[src/rtl/ws2812b_decoder.sv]
// WS2812B single-wire NRZ receiver: recovers 24-bit GRB words and frame boundaries.
// Optional DOUT pass-through port data_fwd is enabled by defining WS2812B_DEC_FWD_EN.
module ws2812b_decoder #(
   parameter int N            = 32,
   parameter int IDX_W        = 6,
   parameter int T_GLITCH     = 5,
   parameter int T_BIT_THRESH = 30,
   parameter int T_HIGH_MAX   = 75,
   parameter int T_RESET      = 2500
) (
   input  logic             clk_50,
   input  logic             rst_n,
   input  logic             data_in,
   output logic [23:0]      pixel_data,
   output logic             pixel_valid,
   output logic [IDX_W-1:0] pixel_index,
   output logic             frame_done,
   output logic [IDX_W-1:0] pixel_count,
   output logic             bit_err,
   output logic             overflow
`ifdef WS2812B_DEC_FWD_EN
   ,
   output logic             data_fwd
`endif
);

   localparam int CNT_W = $clog2(T_RESET + 1);
   localparam logic [CNT_W-1:0] LOW_LAST  = CNT_W'(T_RESET - 1);
   localparam logic [CNT_W-1:0] LOW_SAT   = CNT_W'(T_RESET);
   localparam logic [CNT_W-1:0] HIGH_LAST = CNT_W'(T_HIGH_MAX - 1);
   localparam logic [CNT_W-1:0] GLITCH_W  = CNT_W'(T_GLITCH);
   localparam logic [CNT_W-1:0] BIT_THR   = CNT_W'(T_BIT_THRESH);
   localparam logic [IDX_W-1:0] PIX_MAX   = IDX_W'(N);

   typedef enum logic [1:0] {S_SYNC, S_LOW, S_HIGH} state_t;

   state_t           state_q, state_d;
   logic             din_meta, din_s;
   logic [CNT_W-1:0] low_cnt, high_cnt;
   logic [23:0]      shift_reg;
   logic [4:0]       bit_cnt;
   logic [IDX_W-1:0] pix_cnt;
   logic             word_ready;

   logic low_inc, low_clr, high_start, high_inc;
   logic take_bit, long_err, gap_end, sync_done;

   always_ff @(posedge clk_50 or negedge rst_n) begin
      if (!rst_n) begin
         din_meta <= 1'b0;
         din_s    <= 1'b0;
         state_q  <= S_SYNC;
      end else begin
         din_meta <= data_in;
         din_s    <= din_meta;
         state_q  <= state_d;
      end
   end

   always_comb begin
      state_d    = state_q;
      low_inc    = 1'b0;
      low_clr    = 1'b0;
      high_start = 1'b0;
      high_inc   = 1'b0;
      take_bit   = 1'b0;
      long_err   = 1'b0;
      gap_end    = 1'b0;
      sync_done  = 1'b0;
      case (state_q)
         S_SYNC: begin
            if (din_s) begin
               low_clr = 1'b1;
            end else if (low_cnt == LOW_LAST) begin
               sync_done = 1'b1;
               state_d   = S_LOW;
            end else begin
               low_inc = 1'b1;
            end
         end
         S_LOW: begin
            if (din_s) begin
               high_start = 1'b1;
               state_d    = S_HIGH;
            end else begin
               if (low_cnt == LOW_LAST) gap_end = 1'b1;
               if (low_cnt != LOW_SAT) low_inc = 1'b1;
            end
         end
         S_HIGH: begin
            if (din_s) begin
               if (high_cnt == HIGH_LAST) begin
                  long_err = 1'b1;
                  state_d  = S_SYNC;
               end else begin
                  high_inc = 1'b1;
               end
            end else begin
               // Short pulses are glitches: resume the low run without resetting it
               state_d = S_LOW;
               if (high_cnt >= GLITCH_W) take_bit = 1'b1;
            end
         end
         default: state_d = S_SYNC;
      endcase
   end

   always_ff @(posedge clk_50 or negedge rst_n) begin
      if (!rst_n) begin
         low_cnt     <= '0;
         high_cnt    <= '0;
         shift_reg   <= '0;
         bit_cnt     <= '0;
         pix_cnt     <= '0;
         word_ready  <= 1'b0;
         pixel_data  <= '0;
         pixel_valid <= 1'b0;
         pixel_index <= '0;
         frame_done  <= 1'b0;
         pixel_count <= '0;
         bit_err     <= 1'b0;
         overflow    <= 1'b0;
      end else begin
         pixel_valid <= 1'b0;
         frame_done  <= 1'b0;
         bit_err     <= 1'b0;
         word_ready  <= 1'b0;

         if (low_clr || sync_done || long_err || take_bit) low_cnt <= '0;
         else if (low_inc) low_cnt <= low_cnt + 1'b1;

         if (high_start) high_cnt <= CNT_W'(1);
         else if (high_inc) high_cnt <= high_cnt + 1'b1;

         if (take_bit) begin
            shift_reg <= {shift_reg[22:0], (high_cnt >= BIT_THR)};
            if (bit_cnt == 5'd23) begin
               bit_cnt    <= '0;
               word_ready <= 1'b1;
            end else begin
               bit_cnt <= bit_cnt + 5'd1;
            end
         end

         // Completed word is published one cycle after its last bit lands
         if (word_ready) begin
            if (pix_cnt < PIX_MAX) begin
               pixel_data  <= shift_reg;
               pixel_index <= pix_cnt;
               pixel_valid <= 1'b1;
               pix_cnt     <= pix_cnt + 1'b1;
            end else begin
               overflow <= 1'b1;
            end
         end

         if (long_err) begin
            bit_err <= 1'b1;
            bit_cnt <= '0;
         end

         if (sync_done) begin
            bit_cnt  <= '0;
            pix_cnt  <= '0;
            overflow <= 1'b0;
         end

         if (gap_end) begin
            if (bit_cnt != 5'd0) bit_err <= 1'b1;
            if (pix_cnt != '0) begin
               frame_done  <= 1'b1;
               pixel_count <= pix_cnt;
            end
            pix_cnt  <= '0;
            bit_cnt  <= '0;
            overflow <= 1'b0;
         end
      end
   end

`ifdef WS2812B_DEC_FWD_EN
   // Pixel 0 is consumed locally; the line is only repeated once it has been taken
   always_ff @(posedge clk_50 or negedge rst_n) begin
      if (!rst_n) data_fwd <= 1'b0;
      else        data_fwd <= (pix_cnt != '0) ? din_s : 1'b0;
   end
`endif

endmodule

[config.mk]
export PLATFORM = sky130hd
export DESIGN_NAME = ws2812b_decoder
export DESIGN_NICKNAME = d
export VERILOG_FILES = /design/src/rtl/ws2812b_decoder.sv
export SDC_FILE = /design/constraint.sdc
export NUM_CORES = 1
export LEC_CHECK = 0
export BUFFER_PORTS_ARGS = -buffer_cell sky130_fd_sc_hd__buf_2
export CAP_MARGIN = 20
export CORE_MARGIN = 2
export CORE_UTILIZATION = 35
export DETAILED_ROUTE_END_ITERATION = 8
export GPL_ROUTABILITY_DRIVEN = 0
export SYNTH_ARGS = -nofsm -noshare
export SYNTH_HDL_FRONTEND = slang
export SYNTH_SLANG_ARGS = --single-unit
[constraint.sdc]
create_clock -name clk_50 -period 2.5 [get_ports clk_50]
set_clock_uncertainty 0.05 [all_clocks]
set_input_delay 0.25 -clock clk_50 [delete_from_list [all_inputs] [get_ports clk_50]]
set_output_delay 0.25 -clock clk_50 [all_outputs]
set_load 0.005 [all_outputs]
==> flow_summary_export.csv <==
group,metric,value,unit
job,maxCapViolCount,0,
die,io_pins,43,
clock_network,cts-buffers-inserted,9,
placement,placedCellCount,657,
clock_network,cts_tree,"done",
grt,first_global_vias,3264,
detailed_routing,routed_wl,8980,µm
setup_path,path_max_fanout,7,
timing,timing.final.crit_share,0.923,
setup_path,critical_path_class,"flop to flop",
setup_path,reg2reg_from,"low_cnt[3]",
clock_network,root_buffer,"clkbuf_16",
timing,setup_slack,0.192,ns
grt,grt_pass1_wl,15500,µm
detailed_routing,drc,0,
timing,worstMarginPinSlew,0.557,ns
clock_network,clk_pin_slew,0.07,ns
clock_network,cts_sinks,104,
detailed_routing,vias,3282,
timing,grt_setup_unrepaired,"no",
synthesis,synth_edf_count,0,
placement,portBuffers,42,
grt,grt_max_degree,49,
synthesis,synth.area.top_cells,"dfrtp_1, nand2_1, mux2_2",
die,fp.dieArea,14300,µm²
setup_path,worst-r2r-cell-count,5,
setup_path,regToRegEndpoint,"pixel_count[3]",
timing,maxSlewViolCount,0,
cells_and_area,multiInputGateArea,1940,µm²
setup_path,critPathLaunchType,"flop",
power_and_ir_drop,vdd_drop_max,0.380,mV
timing,setup_viol,0,
power_and_ir_drop,p_leak,2.74,nW
timing,period_needed,2.31,ns
synthesis,yosysTopAreaCellShare,0.555,
outcome,outcome,"completed",
cells_and_area,ff_latch_area,2600,µm²
grt,antenna_found_initial,0,
synthesis,synth_fp_nets,450,
clock_network,h-tree-depth,3,
detailed_routing,drt_first_pass_iters,4,
die,die_height,120,µm
detailed_routing,viasPerCell,4.86,
synthesis,ys_ff_latch,104,
detailed_routing,drt_iter0_markers,159,
cells_and_area,area_delta_synth_final,18.4,%
synthesis,ys_async_sr_fraction,1.00,
min_path,whs_endpoint,"din_s",
timing,max_slew_margin,0.628,
synthesis,synth_area,4690,µm²
cells_and_area,stdcell_count,675,
setup_path,r2r_slack,0.19,ns
synthesis,syn_inst,437,
min_path,hold_depth,0,
die,die_x,120,µm
detailed_routing,routedWlPerCell,13.3,µm
detailed_routing,ant_nets,0,
timing,final-hold-violation-count,0,
synthesis,synth.most_common_cell,"dfrtp_1",
min_path,min_from,"din_meta",
synthesis,synth_seq_area_share,0.555,
setup_path,crit_required,2.68,ns
placement,place_ws,0.00670,ns
cells_and_area,num-nets-final,507,
setup_path,worst_ep_arrival_time,2.49,ns
min_path,hold_path.class,"flop to flop",
synthesis,synthFlopType,"dfrtp_1",
grt,grtUsageTotal,0.132,
timing,tns,0,ns
die,core-area,13100,µm²
placement,dpl.hpwl,6180,µm
clock_network,insertion_delay,0.34,ns
clock_network,clock_path_buffers,2,
power_and_ir_drop,power_density,586,nW/µm²
grt,overflow,0,
timing,fmax,0.433,GHz
cells_and_area,drive_above_1_share,0.236,
cells_and_area,num-fill-cells,1264,
die,start_util,0.357,
synthesis,synth_cell_types,50,
die,rows,42,
cells_and_area,n_antenna_cell,0,
synthesis,avgSynthCellArea,10.7,µm²
synthesis,yosys_warnings,0,
synthesis,synth_common_cells,"dfrtp_1, nand2_1, mux2_2",
setup_path,cp-end-kind,"flop",
setup_path,cp-startpoint,"low_cnt[3]",
timing,holdWs,0.308,ns
synthesis,synth_top_area_cell,"dfrtp_1",
==> per-stage QoR <==
stage | util | power (mW) | instance area (µm²)
floorplan | - | 1.77 | 4690
global placement | 0.397 | 1.82 | 5210
detailed placement | 0.397 | 1.82 | 5210
CTS | 0.422 | 3.31 | 5540
global route | 0.422 | 3.39 | 5550
finish | 0.422 | 3.25 | 5550
==> what timing repair did <==
item / in CTS / in global routing
hold endpoints to repair: 36 / 0
setup endpoints to repair: 0 / 12
hold buffers: 2 / 0
resized for setup: 0 / 1
setup buffers: 0 / 0
==> metal layers <==
| layer | vias up | global-route usage | part of all wire |
|---|---|---|---|
| met5 | - | 0 | 0 |
| li1 | 1618 | - | - |
| met4 | 0 | 0.0493 | 0.011 |
| met2 | 49 | 0.218 | 0.47 |
| met1 | 1606 | 0.174 | 0.49 |
| met3 | 9 | 0.0261 | 0.024 |
==> worst max-delay path: stages (launching register included) <==
cell,delay [ns]
dfrtp_1,0.42
or4b_4,0.55
buf_4,0.17
nor4_4,0.45
nand3_4,0.21
mux2_4,0.34
==> cell usage in the layout (no fill, tap or decap), drive strengths merged, types with 2 or more instances in the layout <==
cell type    count
dfrtp          104
nand2           93
buf             61
mux2            28
inv             23
nor2            20
xnor2           15
nor3            14
o21ai           13
a21oi           11
nand3           11
ha              10
or3             10
clkbuf           9
nor4             9
nand4            8
o31ai            6
a211oi           5
nand2b           4
xor2             4
or3b             4
or4              3
o22ai            3
nand3b           2
nand4b           2
and2             2
or2              2
a21o             2
clkinvlp         2
dlygate4sd3      2
or4b             2
==> how the worst max path moves through the flow <==
stage,cells after the start,endpoint,slack (ns)
after floorplan,5,pixel_count[3],0.46
after global placement,4,low_cnt[0],0.1
after detailed placement,4,low_cnt[0],0.007
after CTS,4,low_cnt[0],0.0004
after global routing,5,pixel_count[3],0.08
final,5,pixel_count[3],0.19
==> power by group <==
group	internal, mW	switching (mW)	total, mW
Clock	0.800	0.664	1.46
Sequential	1.69	0.0115	1.70
Combinational	0.0285	0.0600	0.0885
==> layout make-up <==
| class | instances | share of cell area |
|---|---|---|
| Clock buffer | 9 | 0.0406 |
| Clock inverter | 7 | 0.0158 |
| Inverter | 20 | 0.0135 |
| Multi-Input combinational cell | 296 | 0.349 |
| Sequential cell | 104 | 0.469 |
| Tap cell | 176 | 0.0397 |
| Timing Repair Buffer | 63 | 0.0722 |
==> cell families after synthesis <==
logic type      share of synthesized area
simple gates                        0.207
flops                               0.555
compound gates                     0.0718
buf+inv                            0.0326
mux                                0.0713
xor+xnor                           0.0355
fa+ha+maj                          0.0267
Power figures use the tool's default switching activity.
